File: config.mk
export PLATFORM = sky130hd
export DESIGN_NAME = fifo_word_serializer
export DESIGN_NICKNAME = d
export VERILOG_FILES = /design/src/rtl/fifo_word_serializer.sv
export SDC_FILE = /design/constraint.sdc
export NUM_CORES = 1
export LEC_CHECK = 0
export CAP_MARGIN = 30
export CORE_MARGIN = 10
export CORE_UTILIZATION = 44
export DETAILED_ROUTE_END_ITERATION = 12
export PLACE_DENSITY = 0.76
export SETUP_SLACK_MARGIN = 0.1
export SKIP_LAST_GASP = 1
export SLEW_MARGIN = 15
export SYNTH_ARGS = -nofsm -noshare
export SYNTH_HDL_FRONTEND = slang
export SYNTH_SLANG_ARGS = --single-unit
File: constraint.sdc
create_clock -name CLK -period 1.7 [get_ports CLK]
set_input_delay 0.51 -clock CLK [delete_from_list [all_inputs] [get_ports CLK]]
set_output_delay 0.51 -clock CLK [all_outputs]
set_load 0.05 [all_outputs]
File: src/rtl/fifo_word_serializer.sv
// Drains 32-bit words from a registered-read FIFO and emits them as a valid/ready byte
// stream. Handles the FIFO's one-cycle read latency and holds the byte under backpressure.
module fifo_word_serializer #(
    parameter int unsigned DATA_W    = 32,
    parameter int unsigned BYTE_W    = 8,
    parameter bit          MSB_FIRST = 1'b1,
    parameter int unsigned CNT_W     = 16
) (
    input  logic              CLK,
    input  logic              rst,
    input  logic              EN,
    input  logic              fifo_empty,
    input  logic [DATA_W-1:0] fifo_data,
    output logic              fifo_rd,
    output logic [BYTE_W-1:0] byte_out,
    output logic              byte_valid,
    input  logic              byte_ready,
    output logic              byte_last,
    output logic              busy,
    output logic [CNT_W-1:0]  word_cnt
);

    localparam int unsigned NumBytes = DATA_W / BYTE_W;
    localparam int unsigned IdxW     = (NumBytes > 1) ? $clog2(NumBytes) : 1;
    localparam logic [IdxW-1:0] LastIdx = IdxW'(NumBytes - 1);

    typedef enum logic [1:0] {
        StIdle,
        StRd,
        StWait,
        StSend
    } state_e;

    state_e             state_q, state_d;
    logic               fifo_rd_q, fifo_rd_d;
    logic               valid_q, valid_d;
    logic [IdxW-1:0]    idx_q, idx_d;
    logic [DATA_W-1:0]  shift_q, shift_d;
    logic [CNT_W-1:0]   cnt_q, cnt_d;

    // State and datapath registers, synchronously cleared.
    always_ff @(posedge CLK) begin
        if (rst) begin
            state_q   <= StIdle;
            fifo_rd_q <= 1'b0;
            valid_q   <= 1'b0;
            idx_q     <= '0;
            shift_q   <= '0;
            cnt_q     <= '0;
        end else begin
            state_q   <= state_d;
            fifo_rd_q <= fifo_rd_d;
            valid_q   <= valid_d;
            idx_q     <= idx_d;
            shift_q   <= shift_d;
            cnt_q     <= cnt_d;
        end
    end

    // Next-state logic: pop one word, wait out the read latency, then shift out its bytes.
    always_comb begin
        state_d   = state_q;
        fifo_rd_d = 1'b0;
        valid_d   = valid_q;
        idx_d     = idx_q;
        shift_d   = shift_q;
        cnt_d     = cnt_q;
        case (state_q)
            StIdle: begin
                if (EN && !fifo_empty) begin
                    fifo_rd_d = 1'b1;
                    state_d   = StRd;
                end
            end
            StRd: begin
                // FIFO samples the strobe at the end of this cycle.
                state_d = StWait;
            end
            StWait: begin
                shift_d = fifo_data;
                idx_d   = '0;
                valid_d = 1'b1;
                state_d = StSend;
            end
            StSend: begin
                if (valid_q && byte_ready) begin
                    if (idx_q != LastIdx) begin
                        idx_d   = idx_q + 1'b1;
                        // Shift so the next byte always sits in the output slot.
                        shift_d = MSB_FIRST ? (shift_q << BYTE_W) : (shift_q >> BYTE_W);
                    end else begin
                        valid_d = 1'b0;
                        cnt_d   = cnt_q + 1'b1;
                        state_d = StIdle;
                    end
                end
            end
            default: state_d = StIdle;
        endcase
    end

    // Output byte comes from the fixed end of the shift register.
    always_comb begin
        byte_out = MSB_FIRST ? shift_q[DATA_W-1 -: BYTE_W] : shift_q[BYTE_W-1:0];
    end

    assign fifo_rd    = fifo_rd_q;
    assign byte_valid = valid_q;
    assign byte_last  = valid_q && (idx_q == LastIdx);
    assign busy       = (state_q != StIdle);
    assign word_cnt   = cnt_q;

endmodule

==> results.txt <==
TritonCTS built the clock tree. The sequential element share of the synthesized area came out at 0.4386. The number of inserted filler cells in the final layout is 364, and the maximum buffer depth of the clock tree is 2. The global-route track usage on met2 was 0.2712. The pre-antenna-repair detailed-routing pass consisted of 4 iterations. The total nets after synthesis is 315, and the layout overhead on the synthesized area is 66.09%. After synthesis, the cell types taking the most area are dfxtp_1, mux2i_1, a211oi_1. In the layout the commonest cells are nor2_1, dfxtp_1, clkdlybuf4s50_1, buf_12, buf_4. Flip-flop and latch count after synthesis: 54. The H-tree depth reported by CTS came out at 2. Total number of placement rows: 27. The tools report the top achievable clock speed as 0.5724 GHz. In this run the count of I/O pins placed on the die edge is 65. For this run the aggregate overflow at the end of global routing stands at 0. Synthesis produced a netlist whose cell count is 272.

Number of clock sinks: 54. The tools report the number of global-route vias before repair as 2270. STA classifies the critical path endpoint as an output pin. The proportion of netlist area held by the largest area contributor is 0.4386, and the area of the mapped netlist is 0.002465 mm2.

Along the worst hold path, the cell count comes to 2. The run gives 0.7481 as the fraction of the core area covered by cells at the end of the flow. The repair_antennas step left the layout with diodes totalling 0. The tools report the number of antenna violations at the first check in global routing as 0. The worst slew slack as a fraction of its limit came out at 0.7149. The count of nets left with antenna violations once routing finished came out at 0. The met1 usage was 0.1627. The run finished, with violations left. Hold-fix buffer count after cts: 0. In this run the worst path has a maximum fanout of 2.

The final reports fail on negative setup slack. Yosys mapped the design onto 34 distinct sky130hd cell types. Entering global routing, the biggest net connects 35 pins. The total global-route track usage is 0.1456. The number of setup violations in the final report was 2. For the placed wire-length estimate, the log shows 4731 um.

For the worst setup path, the data required time is 1.19 ns. Leaving out fill and tap cells, the most frequent cell in the layout is nor2_1. The number of max-slew violations in the final report is 0, and the total DRC errors in the routed layout is 0.

The tools report the library cell used as clock root buffer as clkbuf_8. The via-per-instance ratio is 5.487, and the final critical delay including setup and external delays is 1.747 ns. After clock tree synthesis, the clock-pin slew on the worst setup and hold paths is 0.10 ns.

The largest total area in the synthesized netlist belongs to dfxtp_1. The total number of vias is 2376. STA classifies the critical path startpoint as a register. The first global-routing pass estimated 10670 um of wire.

Across the run, the number of max-cap violations was 0. The final-report hold violation count came out at 0. The synthesized area divided by synthesized cell count was 9.062 um2; the total wirelength of the detailed-routed design was 7785 um. The run gives -0.04708 ns as the final setup slack of the worst path. The leakage power figure is 1.464 nW. The starting utilization of the core area is 0.4504. The worst supply voltage drop on vdd is 1101 uV, and the signal arrival time at the worst endpoint is 1.24 ns. For the global placement routability congestion, the log shows 0.8282. Class of the worst hold path: reg2reg. Setup repair after global routing could not meet its margin everywhere.

After the first detailed-routing iteration, the DRC count stood at 123. Chip width: 94.85 um. The total number of yosys warnings is 0. The post-route clock skew is 0.006381 ns.

The run gives 0.02538 as the met3 demand-to-capacity share in global routing. Layout cell share with drive strength beyond 1: 0.3601. The setup path with the least slack is of type reg2out. The post-detailed-route wirelength per cell was 17.98 um. The die covers 0.008996 mm2. Input and output buffers added on the ports amount to 64. The cell count of the worst reg-to-reg path came out at 8. At the pin with the least slew margin, the transition time is 0.4276 ns.

The smallest hold slack is 0.4586 ns, and the total power per unit cell area is 1245 mW/mm2. The post-route fraction of the period consumed by the critical path is 1.028. Buffers inserted during clock tree synthesis total 5. The later pin in the worst-skew pair is clocked with a latency of 0.32 ns. The most utilized layer in the global route result is met2. For the final net count, the log shows 403. The core area is 0.005473 mm2.

The die is 94.85 um tall.
## power by group
part	internal (mW)	switching, mW	leakage (nW)
Clock	0.336	0.447	0.0514
Combinational	1.26	1.25	0.966
Sequential	1.56	0.235	0.447
Total	3.16	1.93	1.46
## layout make-up
type	instances	area [um2]	area share
repair buffers	105	1340	0.3273
inverters	7	33.78	0.008252
clock inverters	2	17.52	0.004279
multi-input cells	187	1419	0.3466
well taps	72	90.09	0.02200
flip-flops and latches	54	1111	0.2714
clock buffers	6	82.58	0.02017
## kinds of logic (layout without fill, tap and decap cells)
family	count (synthesis)	after routing	synth area share
DFF	54	54	0.4386
adders and majority gates	6	6	0.03046
and+or+nand+nor	95	95	0.1929
AOI/OAI and AO/OA	50	51	0.1371
buffers and inverters	32	120	0.06294
muxes	26	26	0.1061
xor gates and xnor gates	9	9	0.03198
## metrics by stage
stage | cell area (um2) | TNS, ns | total power [mW] | setup WS [ns] | cells
4_1_cts | 3901 | -0.04658 | 4.780 | -0.04658 | 426
2_1_floorplan | 2520 | -0.1435 | 2.975 | -0.06046 | 272
3_3_place_gp | 3597 | -12.52 | 3.674 | -0.4115 | 408
6_report | 4094 | -0.04747 | 5.095 | -0.04708 | 433
3_5_place_dp | 3597 | -13.79 | 3.743 | -0.4646 | 408
5_1_grt | 4094 | -0.1325 | 5.327 | -0.07651 | 433
## repair_timing
action	4_1_cts	5_1_grt
resized for setup	29	23
cloned	1	6
setup buffers	9	2
endpoints found under the setup margin	45	39
hold endpoints to repair	0	0
pin swaps	11	30
## cell usage after synthesis
library cell / count
dfxtp_1: 54
nor2_1: 39
a211oi_1: 25
mux2i_1: 25
a21oi_1: 17
nand2_1: 17
clkbuf_1: 12
buf_4: 9
nand3b_1: 9
inv_1: 7
nand3_1: 7
ha_1: 6
xnor2_1: 6
nor3_1: 4
buf_1: 3
o31ai_1: 3
or4_1: 3
xor2_1: 3
and4_1: 2
nand2b_1: 2
nand4_1: 2
nor2b_1: 2
nor4_1: 2
or2_1: 2
or3_1: 2
a222oi_1: 1
a31o_2: 1
a41o_1: 1
a41oi_1: 1
and2_1: 1
buf_2: 1
mux2_2: 1
nand4_4: 1
o21ai_0: 1
## flip-flops by register name, indices dropped and copies added, names as in the netlist
| register | flops |
|---|---|
| shift_q | 32 |
| state_q | 2 |
| idx_q | 2 |
| word_cnt | 16 |
| byte_valid | 1 |
| fifo_rd | 1 |
## worst max-delay path, cell delays in order, from the launching register on
cell,delay [ns]
dfxtp_2,0.35
ha_4,0.17
buf_6,0.11
and2_4,0.15
buf_12,0.14
## routing by layer
| layer | wire, um | part of all wire | vias to the layer above |
|---|---|---|---|
| li1 | - | - | 1132 |
| met1 | 3107 | 0.40 | 1171 |
| met2 | 4300 | 0.55 | 64 |
| met3 | 282 | 0.036 | 9 |
| met4 | 95 | 0.012 | 0 |
| met5 | 0 | 0 | - |
## final timing paths
kind                     end  slack [ns]  startpoint
hold reg to reg   shift_q[0]        0.46  shift_q[0]
setup reg to reg  state_q[1]        0.01    idx_q[1]
hold / removal    shift_q[0]        0.46  shift_q[0]
setup / recovery   byte_last       -0.05    idx_q[1]
No activity file was read; power rests on OpenSTA's default activity.
